[config.mk]
export PLATFORM = sky130hd
export DESIGN_NAME = pll_relock_seq_flat
export DESIGN_NICKNAME = d
export VERILOG_FILES = /design/src/rtl/pllMap_pkg.sv /design/src/rtl/pll_relock_seq_if.sv /design/src/rtl/pll_lock_sync.sv /design/src/rtl/pll_relock_seq.sv /design/src/flat_wrapper.sv
export SDC_FILE = /design/constraint.sdc
export NUM_CORES = 1
export LEC_CHECK = 0
export CAP_MARGIN = 20
export CORE_ASPECT_RATIO = 0.7
export CORE_MARGIN = 2
export CORE_UTILIZATION = 35
export DETAILED_ROUTE_END_ITERATION = 12
export HOLD_SLACK_MARGIN = 0.05
export PLACE_DENSITY = 0.67
export SLEW_MARGIN = 20
export SYNTH_ARGS = -nofsm -noshare
export SYNTH_HDL_FRONTEND = slang
export SYNTH_SLANG_ARGS = --single-unit
export TNS_END_PERCENT = 50
[constraint.sdc]
create_clock -name clk -period 2.3 [get_ports clk]
set_input_delay 0.46 -clock clk [delete_from_list [all_inputs] [get_ports clk]]
set_output_delay 0.46 -clock clk [all_outputs]
set_load 0.05 [all_outputs]
[src/rtl/pllMap_pkg.sv]
// rtl/pllMap_pkg.sv - PLL control word, frequency subset, sequencer states and helpers
package pllMap_pkg;

  typedef struct packed {
    logic        pllen;
    logic        powergood_vnn;
    logic        ssc_en;
    logic [7:0]  ssc_spread;
    logic        bypass;
    logic [9:0]  ratio;
    logic [23:0] fraction;
    logic [1:0]  vcodiv_ratio;
    logic [3:0]  zdiv0_ratio;
    logic        zdiv0_ratio_p5;
    logic [3:0]  zdiv1_ratio;
    logic        zdiv1_ratio_p5;
    logic [4:0]  mdiv_ratio;
  } pllmap2pll;

  // Fields that may only change while the PLL is disabled
  typedef struct packed {
    logic [9:0]  ratio;
    logic [23:0] fraction;
    logic [1:0]  vcodiv_ratio;
    logic [3:0]  zdiv0_ratio;
    logic        zdiv0_ratio_p5;
    logic [3:0]  zdiv1_ratio;
    logic        zdiv1_ratio_p5;
    logic [4:0]  mdiv_ratio;
  } pllfreq_t;

  typedef enum logic [3:0] {
    SEQ_RUN       = 4'd0,
    SEQ_GATE      = 4'd1,
    SEQ_OFF       = 4'd2,
    SEQ_LOAD      = 4'd3,
    SEQ_ON        = 4'd4,
    SEQ_WAIT_LOCK = 4'd5,
    SEQ_SETTLE    = 4'd6,
    SEQ_DISABLED  = 4'd7,
    SEQ_ERR       = 4'd8
  } pll_seq_state_e;

  localparam logic [9:0] PLL_RATIO_RST = 10'd20;
  localparam pllfreq_t   PLL_FREQ_RST  = '{ratio: PLL_RATIO_RST, default: '0};

  function automatic pllfreq_t get_freq(input pllmap2pll p);
    pllfreq_t f;
    f.ratio          = p.ratio;
    f.fraction       = p.fraction;
    f.vcodiv_ratio   = p.vcodiv_ratio;
    f.zdiv0_ratio    = p.zdiv0_ratio;
    f.zdiv0_ratio_p5 = p.zdiv0_ratio_p5;
    f.zdiv1_ratio    = p.zdiv1_ratio;
    f.zdiv1_ratio_p5 = p.zdiv1_ratio_p5;
    f.mdiv_ratio     = p.mdiv_ratio;
    return f;
  endfunction

  function automatic pllmap2pll set_freq(input pllmap2pll p, input pllfreq_t f);
    pllmap2pll r;
    r                = p;
    r.ratio          = f.ratio;
    r.fraction       = f.fraction;
    r.vcodiv_ratio   = f.vcodiv_ratio;
    r.zdiv0_ratio    = f.zdiv0_ratio;
    r.zdiv0_ratio_p5 = f.zdiv0_ratio_p5;
    r.zdiv1_ratio    = f.zdiv1_ratio;
    r.zdiv1_ratio_p5 = f.zdiv1_ratio_p5;
    r.mdiv_ratio     = f.mdiv_ratio;
    return r;
  endfunction

  function automatic int max3(input int a, input int b, input int c);
    int m;
    m = (a > b) ? a : b;
    return (m > c) ? m : c;
  endfunction

endpackage

[src/rtl/pll_relock_seq_if.sv]
// rtl/pll_relock_seq_if.sv - bundle between register-map core, relock sequencer and PLL macro
interface pll_relock_seq_if;

  pllMap_pkg::pllmap2pll pllcontrol_i;
  logic                  pll_lock_i;
  pllMap_pkg::pllmap2pll pll_o;
  logic                  clk_gate_en_o;
  logic                  busy_o;
  logic                  lock_o;
  logic                  timeout_err_o;

  modport master (
    output pllcontrol_i, pll_lock_i,
    input  pll_o, clk_gate_en_o, busy_o, lock_o, timeout_err_o
  );

  modport slave (
    input  pllcontrol_i, pll_lock_i,
    output pll_o, clk_gate_en_o, busy_o, lock_o, timeout_err_o
  );

endinterface

[src/rtl/pll_lock_sync.sv]
// rtl/pll_lock_sync.sv - two-flop synchronizer for the asynchronous PLL lock indication
module pll_lock_sync (
  input  logic clk,
  input  logic rst_n,
  input  logic d_i,
  output logic q_o
);

  logic meta_q;
  logic sync_q;

  always_ff @(posedge clk or negedge rst_n) begin
    if (!rst_n) begin
      meta_q <= 1'b0;
      sync_q <= 1'b0;
    end else begin
      meta_q <= d_i;
      sync_q <= meta_q;
    end
  end

  assign q_o = sync_q;

endmodule

[src/rtl/pll_relock_seq.sv]
// rtl/pll_relock_seq.sv - PLL relock sequencer; PLL_RELOCK_TIMEOUT_EN adds lock timeout and ERR state
module pll_relock_seq
  import pllMap_pkg::*;
#(
  parameter int OFF_CYCLES    = 16,
  parameter int SETTLE_CYCLES = 8,
  parameter int LOCK_TIMEOUT  = 4096
) (
  input logic             clk,
  input logic             rst_n,
  pll_relock_seq_if.slave bus
);

  localparam int CW = $clog2(max3(OFF_CYCLES, SETTLE_CYCLES, LOCK_TIMEOUT)) + 1;

  localparam logic [3:0] S_RUN       = SEQ_RUN;
  localparam logic [3:0] S_GATE      = SEQ_GATE;
  localparam logic [3:0] S_OFF       = SEQ_OFF;
  localparam logic [3:0] S_LOAD      = SEQ_LOAD;
  localparam logic [3:0] S_ON        = SEQ_ON;
  localparam logic [3:0] S_WAIT_LOCK = SEQ_WAIT_LOCK;
  localparam logic [3:0] S_SETTLE    = SEQ_SETTLE;
  localparam logic [3:0] S_DISABLED  = SEQ_DISABLED;
  localparam logic [3:0] S_ERR       = SEQ_ERR;

  localparam logic [CW-1:0] GATE_LAST   = CW'(1);
  localparam logic [CW-1:0] OFF_LAST    = CW'(OFF_CYCLES - 1);
  localparam logic [CW-1:0] SETTLE_LAST = CW'(SETTLE_CYCLES - 1);

  logic [3:0]    state_q, state_d;
  logic [CW-1:0] cnt_q, cnt_d, cnt_inc;
  logic          dis_q, dis_d;
  pllfreq_t      freq_q, freq_d;
  pllfreq_t      freq_in;
  pllmap2pll     pass_q;
  pllmap2pll     pll_w;
  logic          lock_s;
  logic          change;
  logic          run;
  logic          pllen_w;

  pll_lock_sync u_lock_sync (
    .clk   (clk),
    .rst_n (rst_n),
    .d_i   (bus.pll_lock_i),
    .q_o   (lock_s)
  );

  assign freq_in = get_freq(bus.pllcontrol_i);
  assign change  = (freq_in != freq_q);
  assign cnt_inc = (&cnt_q) ? cnt_q : cnt_q + 1'b1;

  always_comb begin
    state_d = state_q;
    cnt_d   = cnt_inc;
    dis_d   = dis_q;
    freq_d  = freq_q;
    case (state_q)
      S_RUN: begin
        cnt_d = '0;
        if (!bus.pllcontrol_i.pllen) begin
          state_d = S_GATE;
          dis_d   = 1'b1;
        end else if (change) begin
          state_d = S_GATE;
          dis_d   = 1'b0;
        end else if (!lock_s) begin
          state_d = S_WAIT_LOCK;
        end
      end
      S_GATE: begin
        if (cnt_q == GATE_LAST) begin
          state_d = dis_q ? S_DISABLED : S_OFF;
          cnt_d   = '0;
        end
      end
      S_OFF: begin
        if (cnt_q == OFF_LAST) begin
          state_d = S_LOAD;
          cnt_d   = '0;
        end
      end
      S_LOAD: state_d = S_ON;
      S_ON: begin
        state_d = S_WAIT_LOCK;
        cnt_d   = '0;
      end
      // The cycle lock_s is first seen here counts as the first settle cycle
      S_WAIT_LOCK: begin
        if (lock_s) begin
          if (SETTLE_CYCLES <= 1) begin
            state_d = S_RUN;
          end else begin
            state_d = S_SETTLE;
            cnt_d   = CW'(1);
          end
        end
`ifdef PLL_RELOCK_TIMEOUT_EN
        else if (cnt_q == CW'(LOCK_TIMEOUT - 1)) begin
          state_d = S_ERR;
        end
`endif
      end
      S_SETTLE: begin
        if (!lock_s) begin
          state_d = S_WAIT_LOCK;
          cnt_d   = '0;
        end else if (cnt_q >= SETTLE_LAST) begin
          state_d = S_RUN;
        end
      end
      S_DISABLED: begin
        if (bus.pllcontrol_i.pllen) state_d = S_LOAD;
      end
`ifdef PLL_RELOCK_TIMEOUT_EN
      S_ERR: begin
        if (!bus.pllcontrol_i.pllen) begin
          state_d = S_DISABLED;
        end else if (change) begin
          state_d = S_OFF;
          cnt_d   = '0;
        end
      end
`endif
      default: state_d = S_WAIT_LOCK;
    endcase
    // Capturing on entry makes the new dividers visible during LOAD itself
    if (state_d == S_LOAD) freq_d = freq_in;
  end

  always_ff @(posedge clk or negedge rst_n) begin
    if (!rst_n) begin
      state_q <= S_WAIT_LOCK;
      cnt_q   <= '0;
      dis_q   <= 1'b0;
      freq_q  <= PLL_FREQ_RST;
      pass_q  <= '0;
    end else begin
      state_q <= state_d;
      cnt_q   <= cnt_d;
      dis_q   <= dis_d;
      freq_q  <= freq_d;
      pass_q  <= bus.pllcontrol_i;
    end
  end

`ifdef PLL_RELOCK_TIMEOUT_EN
  logic err_q, err_d;

  always_comb begin
    err_d = err_q;
    if (state_d == S_ERR && state_q != S_ERR) begin
      err_d = 1'b1;
    end else if (state_d == S_RUN && state_q != S_RUN) begin
      err_d = 1'b0;
    end
  end

  always_ff @(posedge clk or negedge rst_n) begin
    if (!rst_n) err_q <= 1'b0;
    else        err_q <= err_d;
  end

  assign bus.timeout_err_o = err_q;
`else
  assign bus.timeout_err_o = 1'b0;
`endif

  assign run     = (state_q == S_RUN);
  assign pllen_w = !(state_q inside {S_OFF, S_LOAD, S_DISABLED, S_ERR});

  always_comb begin
    pll_w               = set_freq(pass_q, freq_q);
    pll_w.pllen         = pllen_w;
    pll_w.powergood_vnn = 1'b1;
    pll_w.ssc_en        = pass_q.ssc_en & run;
  end

  assign bus.pll_o         = pll_w;
  assign bus.clk_gate_en_o = run;
  assign bus.busy_o        = !(run || state_q == S_DISABLED);
  assign bus.lock_o        = lock_s & run;

endmodule

[src/flat_wrapper.sv]
// flat-port wrapper written by rule: the top's interface ports become plain ports
module pll_relock_seq_flat import pllMap_pkg::*;
#(
  parameter int OFF_CYCLES    = 16,
  parameter int SETTLE_CYCLES = 8,
  parameter int LOCK_TIMEOUT  = 4096
)
  (clk, rst_n, bus_pllcontrol_i, bus_pll_lock_i, bus_pll_o, bus_clk_gate_en_o, bus_busy_o, bus_lock_o, bus_timeout_err_o);
  pll_relock_seq_if bus_i ();
  input logic clk;
  input logic rst_n;
  input wire logic [$bits(bus_i.pllcontrol_i)-1:0] bus_pllcontrol_i;
  input wire logic [$bits(bus_i.pll_lock_i)-1:0] bus_pll_lock_i;
  output wire logic [$bits(bus_i.pll_o)-1:0] bus_pll_o;
  output wire logic [$bits(bus_i.clk_gate_en_o)-1:0] bus_clk_gate_en_o;
  output wire logic [$bits(bus_i.busy_o)-1:0] bus_busy_o;
  output wire logic [$bits(bus_i.lock_o)-1:0] bus_lock_o;
  output wire logic [$bits(bus_i.timeout_err_o)-1:0] bus_timeout_err_o;
  assign bus_i.pllcontrol_i = bus_pllcontrol_i;
  assign bus_i.pll_lock_i = bus_pll_lock_i;
  assign bus_pll_o = bus_i.pll_o;
  assign bus_clk_gate_en_o = bus_i.clk_gate_en_o;
  assign bus_busy_o = bus_i.busy_o;
  assign bus_lock_o = bus_i.lock_o;
  assign bus_timeout_err_o = bus_i.timeout_err_o;
  pll_relock_seq #(.OFF_CYCLES(OFF_CYCLES), .SETTLE_CYCLES(SETTLE_CYCLES), .LOCK_TIMEOUT(LOCK_TIMEOUT)) u_core (.clk(clk), .rst_n(rst_n), .bus(bus_i));
endmodule
## Word level (Yosys, flattened, before mapping)

Index checks and enable logic that the tools add are counted.

| operators by class | value |
|---|---|
| equality and inequality tests | 13 |
| reductions and logical operators | 8 |
| muxes and demuxes | 19 |
| bitwise operators | 2 |
| order comparisons | 1 |
| add/sub/neg operators | 1 |

Operators by type and width:

| kind | count |
|---|---|
| 13-bit two-way mux | 5 |
| 13-bit one-hot mux with 5 select lines | 1 |
| 51-bit inequality test | 1 |
| 4-bit two-way mux | 9 |
| 4-bit one-hot mux with 7 select lines | 1 |
| 4-bit by 3-bit equality test with 1-bit output, second input constant | 4 |
| 13-bit by 1-bit adder with 13-bit output, second input constant | 1 |
| 13-bit by 1-bit equality test with 1-bit output, second input constant | 1 |
| 13-bit by 4-bit equality test with 1-bit output, second input constant | 1 |
| 13-bit by 3-bit greater-or-equal comparator with 1-bit output, second input constant | 1 |
| 13-bit AND reduction | 1 |
| 4-bit by 2-bit equality test with 1-bit output, second input constant | 3 |
| 4-bit by 1-bit equality test with 1-bit output, second input constant | 1 |
| 4-bit equality test, second input constant | 1 |
| 4-bit zero test | 1 |
| 4-bit nonzero test | 1 |
| 3-bit two-way mux | 1 |
| 1-bit bitwise AND | 2 |
| 1-bit zero test | 2 |
| 1-bit two-way mux | 2 |
| 2-bit by 1-bit inequality test with 1-bit output, second input constant | 1 |
| 2-bit AND reduction | 1 |
| 2-bit OR reduction | 1 |
| 1-bit logical OR | 1 |

| word-level totals | value |
|---|---|
| word-level logic and storage cells | 60 |
| output and inout port bits | 67 |
| input port bits | 66 |
| register bits after elaboration | 81 |

## Longest topological paths before layout

| depth | value |
|---|---|
| depth in word-level cells | 5 |
| depth in mapped cells | 10 |
| mapped depth without buffers | 9 |

## Hierarchy

A second synthesis with hierarchy kept.

| unflattened totals | value |
|---|---|
| cells, all modules | 349 |
| area total of the unflattened synthesis | 4302.9 um^2 |

By module, submodules not included:

| module | times used | sequential area each (um^2) | cells each | area each (um^2) |
|---|---|---|---|---|
| pll_relock_seq | 1 | 1981.9 | 347 | 4252.8 |
| pll_lock_sync | 1 | 50.0 | 2 | 50.0 |

## Worst setup path after synthesis

No wires, ideal clock.

| path | value |
|---|---|
| kind | register to output |
| from | reg u_core.state_q[2] |
| to | out bus_lock_o |
| data arrival time | 2525 ps |
| stages on the path, launching flop included | 6 |
| required time | 1840 ps |
| buffers on the path | 1 |
| path slack | -685 ps |
| cell sequence | dfstp_2 -> buf_2 -> inv_1 -> nand2_1 -> nor3_1 -> and2_1 |

| between the ends | value |
|---|---|
| cells in the longest elaborated chain, start to end | 2 |

RTL lines:

| item | line | text |
|---|---|---|
| start: declaration | pll_relock_seq.sv:30 | `logic [3:0] state_q, state_d;` |
| start signal: assignment | pll_relock_seq.sv:139 | `state_q <= state_d;` |
| 4-bit zero test | pll_relock_seq.sv:169 | `assign run = (state_q == S_RUN);` |
| via bus_clk_gate_en_o | flat_wrapper.sv:15 | `output wire logic [$bits(bus_i.clk_gate_en_o)-1:0] bus_clk_gate_en_o;` |
| 1-bit bitwise AND | pll_relock_seq.sv:182 | `assign bus.lock_o = lock_s & run;` |
| end: declaration | flat_wrapper.sv:17 | `output wire logic [$bits(bus_i.lock_o)-1:0] bus_lock_o;` |

The timed path passes the listed nets, and every way through them passes these cells.

## Worst setup path after layout

| path | value |
|---|---|
| from | reg u_core.cnt_q[11] |
| to | reg u_core.freq_q (netlist bit u_core.bus.pll_o[34]) |

| between the ends | value |
|---|---|
| cells in the longest elaborated chain, start to end | 5 |
| elaborated cells between the ends (all ways) | 9 |
| those cells by class | order compare (1); eq/ne (3); mux (5) |

RTL lines:

| item | line | text |
|---|---|---|
| start: declaration | pll_relock_seq.sv:31 | `logic [CW-1:0] cnt_q, cnt_d, cnt_inc;` |
| start signal: assignment | pll_relock_seq.sv:140 | `cnt_q <= cnt_d;` |
| 13-bit by 3-bit greater-or-equal comparator with 1-bit output | pll_relock_seq.sv:108 | `end else if (cnt_q >= SETTLE_LAST) begin` |
| 4-bit two-way mux | pll_relock_seq.sv:108 |  |
| 4-bit two-way mux | pll_relock_seq.sv:105 | `if (!lock_s) begin` |
| 4-bit one-hot mux with 7 select lines * | pll_relock_seq.sv:58 | `case (state_q)` |
| 4-bit by 2-bit equality test with 1-bit output * | pll_relock_seq.sv:128 | `if (state_d == S_LOAD) freq_d = freq_in;` |
| end signal: assignment | pll_relock_seq.sv:142 | `freq_q <= freq_d;` |
| end: declaration | pll_relock_seq.sv:33 | `pllfreq_t freq_q, freq_d;` |

Mark *: on every way between the ends. The rest lies on a longest branch, timed or not.
A chain may end at the register's enable or synchronous reset.

==> results.toml <==
[status]
status = "finished, violations left"
violations = "negative setup slack"

[yosys]
async_flop_share = 1.00
yosys_warnings = 0
netlist_instances = 342
synthFlopType = "dfrtp_1"
ys_seq_elements = 81
synth_cell_types = 54
synthTopCellsByArea = "dfrtp_1 45%, mux2_4 16%, xor2_1 5.3%, xnor2_1 4.7%, dfstp_2 2.5%"
syn_area_um2 = 4260
synth_area_per_cell_um2 = 12.4
yosysTopAreaCellShare = 0.453
seq_area_frac_synth = 0.477
synth_edf_count = 0
yosys.area.top_type = "dfrtp_1"

[setup_path]
crit_slowest_cell = "dfrtp_1"
rr_worst_depth = 8
cp.required_ns = 2.53
r2r-end = "u_core.bus.pll_o[34]$_DFFE_PN0N_"
end_kind = "flop"
cp_cell_sequence = "nor4_4 -> nand3_2 -> or3_4 -> o41ai_4 -> nor3_1 -> nand3b_4 -> buf_6 -> mux2_4"
cp-startpoint = "u_core.cnt_q[11]$_DFF_PN0_"
r2r-start = "u_core.cnt_q[11]$_DFF_PN0_"
worstSetupStartpointType = "flop"
max_stage_delay_ns = 0.41
worstSetupPathType = "reg2reg"
worstPathArrival_ns = 2.72
cp_top_family = "simple AND/OR/NAND/NOR gates"
path_buf_inv = 1
worstPathMaxFanout = 11
r2r_setup_slack_ns = -0.19
cp_num_cells = 8
crit_end = "u_core.bus.pll_o[34]$_DFFE_PN0N_"

[power_and_ir_drop]
power_density_nw_per_um2 = 1430
power.static_leakage_nw = 2.99
peakVddDrop_uv = 774

[drt]
num_vias = 3142
antenna_left = 0
post_drt_wl_per_cell_um = 15.7
via_per_inst = 4.69
dr.pass1.iters = 4
wl_mm = 10.5
drt_iter0_drc = 196
drc = 0

[global_routing]
grt_busiest_layer = "met2"
grt_overflow = 0
antenna_found_initial = 0
use_met1 = 0.222
use_met2 = 0.256
grt_pass1_vias = 3285
track_usage = 0.165
grt_max_degree = 48
grt_pass1_wl_mm = 16.5
met3_usage = 0.0495

[finish]
nNetsFinal = 576
drive_gt1_frac = 0.277
utilization = 0.545
n_antenna_cell = 0
syn2layout_area_growth_pct = 50.7

[timing]
rsz0062_at_grt = "yes"
fin_setup_tns_ns = -8.33
fin_crit_sh = 1.08
drv_slew = 0
fmax_mhz = 402
layout_setup_ws_ns = -0.189
finalHoldViolCount = 0
finalCriticalPeriod_ns = 2.49
slew_headroom = 0.622
finClkSkew_ns = 0.00946
tightest_slew_ns = 0.565
setup-violations-final = 52

[placed_design]
dp_hpwl_mm = 7.52
numPortBuffers = 129
gp_congestion = 0.888

[die]
rows = 33
dieArea_um2 = 13100
ios = 133
initial_core_util = 0.362
die_x_um = 136
core_area_um2 = 11800
die_h_um = 96.3

[clock_network]
clock_path_buffers = 2
cts-root-buf = "clkbuf_16"
cts_max_level = 3
clock_latency_ns = 0.34
clkSinkCount = 81
path_clk_slew_ns = 0.07
ctsHoldBuffers = 0
cts_buffers = 9
cts_tree = "done"

[hold_path]
hp-class = "in2async"

[flow_run]
drv_cap = 0
## cell usage after synthesis, types with 4 or more instances
cell,number
xor2_1,26
nor3_1,6
dfrtp_1,77
a21oi_1,6
nand2_1,9
o21ai_0,4
inv_1,21
nand4_1,11
mux2i_1,5
o22ai_1,6
nor2_1,19
buf_4,12
buf_12,5
mux2_4,46
xnor2_1,23
nand3_1,4
dfstp_2,4
nor4_1,9
## metal layers
metal / part of all wire / vias up
met4: 0.016 / 0
met1: 0.49 / 1518
met3: 0.061 / 15
met5: 0 / -
li1: - / 1515
met2: 0.43 / 94
## sequential cells by signal, summed over array words and instances, names as in the netlist
register / flops
u_core.u_lock_sync.meta_q: 1
u_core.dis_q: 1
u_core.pass_q: 1
u_core.state_q: 4
u_core.bus.pll_o: 60
u_core.u_lock_sync.q_o: 1
u_core.cnt_q: 13
## area by class of cell
| cell class | instances | area (um2) |
|---|---|---|
| clock buffers | 9 | 225 |
| clock inverters | 7 | 101 |
| fillers | 1009 | 5350 |
| inverters | 22 | 82.6 |
| multi-input cells | 218 | 2010 |
| flip-flops and latches | 81 | 2030 |
| well taps | 157 | 196 |
| repair buffers | 176 | 1770 |
## cell usage in the layout (no fill, tap or decap), drive strengths merged, types with 3 or more instances in the layout
cell type / instances
clkdlybuf4s50: 123
dfrtp: 77
buf: 52
mux2: 47
xor2: 26
inv: 24
xnor2: 23
nor2: 19
nand4: 11
nor4: 11
clkbuf: 10
nand2: 9
o22ai: 6
nor3: 6
a21oi: 6
mux2i: 5
nand3: 5
dfstp: 4
o21ai: 4
and3: 3
conb: 3
## timing repair
action	in CTS	in global routing
pin swaps	1	3
setup buffers	0	2
gates cloned	0	2
resized for setup	10	6
endpoints found under the setup margin	62	71
## worst register-to-register path: cells and delay by family (launching register included)
| family | cells | cell delay, ns |
|---|---|---|
| and+or+nand+nor | 5 | 1.23 |
| DFF | 1 | 0.41 |
| muxes | 1 | 0.31 |
| buffers and inverters | 1 | 0.24 |
| AOI/OAI and AO/OA | 1 | 0.21 |
## cell families (layout without fill, tap and decap cells)
| group | after synthesis | count (layout) | synth area share |
|---|---|---|---|
| flops | 81 | 81 | 0.477 |
| simple gates | 75 | 75 | 0.102 |
| mux | 52 | 52 | 0.177 |
| xor+xnor | 49 | 49 | 0.101 |
| buf+inv | 44 | 214 | 0.0708 |
| compound gates | 37 | 37 | 0.0649 |
| fa+ha+maj | 2 | 2 | 0.00588 |
| other cells | 2 | 3 | 0.00176 |
## per-stage QoR
stage	cell area [um2]	hold slack [ns]	std cells	worst slack (ns)	power, W
floorplan	4290	0.164	343	-0.0274	0.00580
global placement	5970	0.333	650	-0.507	0.00746
detailed placement	5970	0.338	650	-0.542	0.00751
CTS	6340	0.0908	666	-0.210	0.00919
global route	6420	0.103	670	-0.319	0.00965
finish	6420	0.0747	670	-0.189	0.00921
## worst min-delay path by stage
stage,endpoint,slack (ns),depth (start not counted),from
after CTS,u_core.bus.pll_o[54]$_DFF_PN0_,0.09,1,rst_n
final,u_core.bus.pll_o[54]$_DFF_PN0_,0.07,1,rst_n
after detailed placement,u_core.u_lock_sync.q_o$_DFF_PN0_,0.34,0,u_core.u_lock_sync.meta_q$_DFF_PN0_
after floorplan,u_core.bus.pll_o[0]$_DFFE_PN0N_,0.16,0,rst_n
after global placement,u_core.u_lock_sync.q_o$_DFF_PN0_,0.33,0,u_core.u_lock_sync.meta_q$_DFF_PN0_
after global routing,u_core.bus.pll_o[54]$_DFF_PN0_,0.10,1,rst_n
## report_power, final
| part | leakage, nW | internal (W) | switching [W] |
|---|---|---|---|
| registers | 0.984 | 0.00198 | 0.000480 |
| clock network | 0.153 | 0.000960 | 0.000623 |
| logic | 1.85 | 0.00228 | 0.00288 |
| total | 2.99 | 0.00522 | 0.00398 |
No activity file was read; power rests on OpenSTA's default activity.
